--- config.mk ---
export PLATFORM = sky130hd
export DESIGN_NAME = fpdiv_arbiter
export DESIGN_NICKNAME = d
export VERILOG_FILES = /design/src/rtl/fpdiv_arbiter.sv
export SDC_FILE = /design/constraint.sdc
export NUM_CORES = 1
export LEC_CHECK = 0
export BUFFER_PORTS_ARGS = -buffer_cell sky130_fd_sc_hd__buf_4
export CORE_AREA = 10 10 150 152
export CTS_CLUSTER_DIAMETER = 100
export DETAILED_ROUTE_END_ITERATION = 12
export DIE_AREA = 0 0 160 162
export HOLD_SLACK_MARGIN = 0.08
export MAX_ROUTING_LAYER = met4
export PLACE_DENSITY = 0.62
export SLEW_MARGIN = 25
export SYNTH_ARGS = -nofsm -noshare
export SYNTH_HDL_FRONTEND = slang
export SYNTH_SLANG_ARGS = --single-unit
--- constraint.sdc ---
create_clock -name clk -period 3.2 [get_ports clk]
set_input_delay 0 -clock clk [delete_from_list [all_inputs] [get_ports clk]]
set_output_delay 0 -clock clk [all_outputs]
set_load 0.05 [all_outputs]
--- src/rtl/fpdiv_arbiter.sv ---
// Round-robin arbiter sharing one fixed-latency single-precision divider among NREQ requesters.
// One operation is in flight at a time: IDLE -> ISSUE -> WAIT (DIV_LAT cycles) -> RESP -> IDLE.
module fpdiv_arbiter #(
   parameter int  NREQ    = 4,
   parameter int  DIV_LAT = 16,   // legal range 2..255; must fit the 8-bit wait counter
   localparam int IDW     = (NREQ > 1) ? $clog2(NREQ) : 1
) (
   input  logic                 clk,
   input  logic                 reset,
   input  logic [NREQ-1:0]      req_valid,
   input  logic [32*NREQ-1:0]   req_a,
   input  logic [32*NREQ-1:0]   req_b,
   output logic [NREQ-1:0]      req_ready,
   output logic [NREQ-1:0]      resp_valid,
   input  logic [NREQ-1:0]      resp_ready,
   output logic [31:0]          resp_z,
   output logic                 div_start,
   output logic [31:0]          div_a,
   output logic [31:0]          div_b,
   input  logic [31:0]          div_z,
   output logic                 busy,
   output logic [IDW-1:0]       grant_id
);

   typedef enum logic [1:0] {IDLE, ISSUE, WAIT, RESP} state_t;

   state_t         state_q, state_d;
   logic [IDW-1:0] grant_q, grant_d;
   logic [IDW-1:0] last_q, last_d;
   logic [7:0]     cnt_q, cnt_d;
   logic [31:0]    a_q, a_d;
   logic [31:0]    b_q, b_d;
   logic [31:0]    z_q, z_d;

   logic           pick_found;
   logic [IDW-1:0] pick_idx;
   logic [IDW-1:0] cand;
   logic [31:0]    sel_a, sel_b;

   // Round-robin search starting just above the last completed grant.
   // NOTE: every variable assigned in always_comb gets a default first, so no path leaves it unassigned and no latch is inferred.
   always_comb begin
      pick_found = 1'b0;
      pick_idx   = '0;
      cand       = '0;
      for (int k = 1; k <= NREQ; k++) begin
         cand = IDW'((int'(last_q) + k) % NREQ);
         if (!pick_found && req_valid[cand]) begin
            pick_found = 1'b1;
            pick_idx   = cand;
         end
      end
   end

   always_comb begin
      sel_a = '0;
      sel_b = '0;
      for (int i = 0; i < NREQ; i++) begin
         if (pick_idx == IDW'(i)) begin
            sel_a = req_a[32*i +: 32];
            sel_b = req_b[32*i +: 32];
         end
      end
   end

   always_comb begin
      state_d    = state_q;
      grant_d    = grant_q;
      last_d     = last_q;
      cnt_d      = cnt_q;
      a_d        = a_q;
      b_d        = b_q;
      z_d        = z_q;
      req_ready  = '0;
      resp_valid = '0;
      div_start  = 1'b0;

      case (state_q)
         IDLE: begin
            // Gated by reset so nothing is accepted before the first edge with reset released.
            if (reset && pick_found) begin
               req_ready[pick_idx] = 1'b1;
               grant_d             = pick_idx;
               a_d                 = sel_a;
               b_d                 = sel_b;
               state_d             = ISSUE;
            end
         end
         ISSUE: begin
            div_start = 1'b1;
            cnt_d     = '0;
            state_d   = WAIT;
         end
         WAIT: begin
            cnt_d = cnt_q + 8'd1;
            if (cnt_q == 8'(DIV_LAT - 1)) begin
               z_d     = div_z;
               state_d = RESP;
            end
         end
         RESP: begin
            resp_valid[grant_q] = 1'b1;
            if (resp_ready[grant_q]) begin
               last_d  = grant_q;
               state_d = IDLE;
            end
         end
         default: state_d = IDLE;
      endcase
   end

   // NOTE: sequential state uses non-blocking assignments only, so every flop samples pre-edge values.
   // NOTE: operand and result registers are reset too, because their values are visible on outputs.
   always_ff @(posedge clk) begin
      if (!reset) begin
         state_q <= IDLE;
         grant_q <= '0;
         last_q  <= IDW'(NREQ - 1);
         cnt_q   <= '0;
         a_q     <= '0;
         b_q     <= '0;
         z_q     <= '0;
      end else begin
         state_q <= state_d;
         grant_q <= grant_d;
         last_q  <= last_d;
         cnt_q   <= cnt_d;
         a_q     <= a_d;
         b_q     <= b_d;
         z_q     <= z_d;
      end
   end

   assign div_a    = a_q;
   assign div_b    = b_q;
   assign resp_z   = z_q;
   assign busy     = (state_q != IDLE);
   assign grant_id = grant_q;

endmodule

==> results.md <==
Synthesis:
- The post-synthesis instance area is 5730 um2.
- The mean cell area of the mapped netlist is 7.61 um2.
- The total nets after synthesis is 1056.
- The fraction of the yosys area taken by sequential cells is 38.5%.
- After synthesis, the share of flip-flops with an asynchronous set or reset is 0%.
- The most used flip-flop cell after synthesis is dfxtp_1.
- The number of flops mapped to enable cells by yosys is 0.
- The distinct cell type count of the synthesized netlist is 46.
- The flop and latch count out of synthesis is 110.
- During synthesis, Yosys emitted a total of 0 warnings.
- Synthesis produced a netlist whose cell count is 753.

STA:
- The final sum of negative setup slack is 0 ns.
- Headroom to the max-slew limit came out at 38.2%.
- The maximum clock frequency is 325 MHz.
- In the finished design, the share of the clock period the worst path needs comes to 96.2%.
- The post-route worst hold slack is 0.121 ns.
- The worst path meets setup with 0.121 ns of slack.
- The final number of setup-violating endpoints is 0.
- Setup repair after global routing could not meet its margin everywhere.
- The transition time at the pin with the least slew margin is 0.928 ns.
- The final setup skew is 0.0101 ns.
- The clock period minus worst slack is 3.08 ns.
- The final count of pins violating max slew was 0.
- The final hold violation count is 0.

Clock tree:
- The clock reaches the later pin of the worst-skew pair after 0.36 ns.
- TritonCTS built the clock tree.
- Buffers added to address setup during post-CTS repair amount to 0.
- The tree is rooted in a clkbuf_16.
- The clock-pin slew reported for the worst setup and hold paths after clock tree synthesis is 0.08 ns.
- The largest buffer count on any clock path is 2.
- In this run, CTS created clock tree buffers numbering 9.
- The number of clock sinks is 110.
- The H-tree was split into 3 levels.

Detailed routing:
- The initial detailed-routing violation count is 477.
- Dividing the detail-routed wire length by the instance count gives 20.0 um.
- The count of nets left with antenna violations once routing finished came out at 0.
- The sum of routed wire length over all layers is 32400 um.
- After detailed routing, the number of remaining DRC violations is 0.
- The first detailed-routing pass took 5 iterations.
- The via density per instance is 4.95.
- The via count of the routed design is 8036.

Global routing:
- Entering global routing, the biggest net connects 48 pins.
- The global-route congestion overflow total is 0.
- The via count of the first global-routing pass came to 8215.
- For this run, the total global-route usage over all layers was measured as 23.5%.
- The first global-routing pass estimated 47200 um of wire.
- The initial antenna violation count came to 6.

Finish:
- Cells fill 59.7% of the core in the end.
- Across the whole layout, storage elements account for 2200 um2.
- The cell area after layout is 11600 um2.
- Leaving out fill and tap cells, the most frequent cells in the layout are buf_4, nand2_1, dlygate4sd3_1.
- In the final layout, the multi-input gates occupy 3260 um2.
- For this run, the post-layout net count is 1649.
- The area overhead of the layout relative to synthesis is 102%.
- The layout filler cell count is 1754.
- The number of non-filler instances in the completed layout is 1622.
- The library cell used most frequently in the layout, excluding fill and tap cells, is buf_4.
- Cells with a size suffix above 1 make up 33.5% of the layout.

Die:
- The height of the die is 162 um.
- The initial core utilization is 29.5%.
- During I/O placement, the number of pins put on the boundary was 406.
- In this run the horizontal extent of the chip is 160 um.
- The standard cell core area is 19400 um2.
- The total die area is 25900 um2.
- The floorplan row count is 51.

Placed design:
- The cell count after placement is 1376.
- The placer's final routability congestion estimate is 0.861.
- The HPWL after detailed placement is 22300 um.
- The number of buffer cells added on primary ports is 405.
- Timing analysis after detailed placement gives a worst setup slack of 0.731 ns.
- Summing all placed instances gives a cell area of 8960 um2.

Setup path:
- The setup slack of the worst register-to-register path is 0.12 ns.
- The worst register-to-register path begins at last_q[0].
- The data required time at the worst endpoint is 3.49 ns.
- The critical path is of the reg2reg type.
- The arrival time of data at the critical path endpoint is 3.37 ns.
- The endpoint identified for the worst register-to-register timing path is div_a[26].
- STA classifies the critical path endpoint as a register.
- The worst reg-to-reg path cell count is 8.
- The startpoint type of the worst setup path is a register.
- Of all nets on the critical path, the largest fanout is 36.

Hold path:
- The worst hold path begins at req_a[62].
- The instance count along the most critical hold path is 4.
- The min-delay analysis places its worst path in the category in2reg.
- The hold-critical path endpoint is div_a[30].

Power and ir drop:
- IR analysis of the VDD net gives a maximum drop of 0.000306 V.
- Summed over all cells, the static leakage comes to 5.29 nW.
- The design draws 7.78 mW.
- Dividing total power by cell area gives a power density of 672 nW/um2.

Status:
- The run finished with clean final reports.

Run:
- The max capacitance violation total is 0.
## sequential cells by signal, summed over array words and instances, names as in the netlist
register,count
cnt_q,8
resp_z,32
grant_id,2
last_q,2
div_b,32
div_a,32
state_q,2
## report_power, final
| group | internal (mW) | total (mW) | switching (mW) |
|---|---|---|---|
| clock | 0.700 | 1.28 | 0.582 |
| combinational | 1.93 | 4.51 | 2.58 |
| sequential | 1.75 | 1.98 | 0.232 |
| total | 4.38 | 7.78 | 3.40 |
## metal layers
layer	global-route usage [%]	up-vias	wire length [um]
met4	7.80	0	556
met1	25.7	3775	12700
met3	6.52	38	2590
met5	-	-	0
met2	40.6	360	16500
li1	-	3863	-
## area by class of cell
class	instances	area share [%]
Multi-Input combinational cell	573	28.2
Tap cell	265	2.87
Antenna cell	6	0.130
Clock inverter	7	0.887
Sequential cell	110	19.0
Inverter	8	0.259
Timing Repair Buffer	644	46.7
Clock buffer	9	1.95
## cell families after synthesis
group	Yosys count	share of synthesized area, %
multiplexers	18	3.69
AO/OA/AOI/OAI	197	23.2
buffers and inverters	71	5.59
XOR/XNOR	5	0.765
adder cells (fa/ha/maj)	5	1.09
AND/OR/NAND/NOR	347	27.2
flip-flops	110	38.5
## timing repair
item	CTS	global route
gates resized for setup	0	9
hold buffers	223	0
setup endpoints to repair	0	44
hold endpoints to repair	96	0
## worst max path at each step
| stage | start | end | slack (ns) |
|---|---|---|---|
| 4_1_cts | last_q[1] | div_a[15] | 0.02 |
| 2_1_floorplan | state_q[0] | req_ready[3] | 0.96 |
| 6_report | last_q[0] | div_a[26] | 0.12 |
| 5_1_grt | last_q[0] | div_b[30] | -0.01 |
| 3_3_place_gp | last_q[1] | div_b[4] | 0.81 |
| 3_5_place_dp | last_q[1] | div_b[9] | 0.73 |
## synth_stat cells, types with 2 or more instances
| cell | instances | area share (%) |
|---|---|---|
| a211oi_1 | 16 | 2.1 |
| a21oi_1 | 66 | 5.8 |
| a221oi_1 | 16 | 2.4 |
| and2_0 | 4 | 0.44 |
| and2_1 | 12 | 1.3 |
| and3_1 | 53 | 5.8 |
| buf_2 | 10 | 0.87 |
| buf_4 | 3 | 0.39 |
| buf_6 | 4 | 0.79 |
| clkbuf_1 | 45 | 2.9 |
| dfxtp_1 | 110 | 38 |
| ha_1 | 5 | 1.1 |
| inv_1 | 7 | 0.46 |
| mux2_1 | 15 | 2.9 |
| mux2i_1 | 2 | 0.35 |
| nand2_1 | 223 | 15 |
| nand2b_1 | 3 | 0.33 |
| nand3_1 | 17 | 1.5 |
| nand4_1 | 3 | 0.33 |
| nor2_1 | 16 | 1.0 |
| nor2b_1 | 2 | 0.22 |
| nor3_1 | 2 | 0.17 |
| nor3b_1 | 2 | 0.26 |
| o21ai_0 | 5 | 0.44 |
| o21ai_1 | 38 | 3.3 |
| o221ai_1 | 36 | 5.5 |
| o31ai_1 | 13 | 1.7 |
| or2_2 | 3 | 0.33 |
| or3_1 | 2 | 0.22 |
| xor2_1 | 4 | 0.61 |
## worst max-delay path, cell delays in order, from the launching register on
cell           delay, ns
dfxtp_1             0.37
nand2b_1            0.24
and2_1              0.24
o311ai_4            0.29
buf_6               0.33
o221ai_1            0.18
dlygate4sd3_1       0.62
o21ai_1             0.16
dlygate4sd3_1       0.58
No activity file was read; power rests on OpenSTA's default activity.
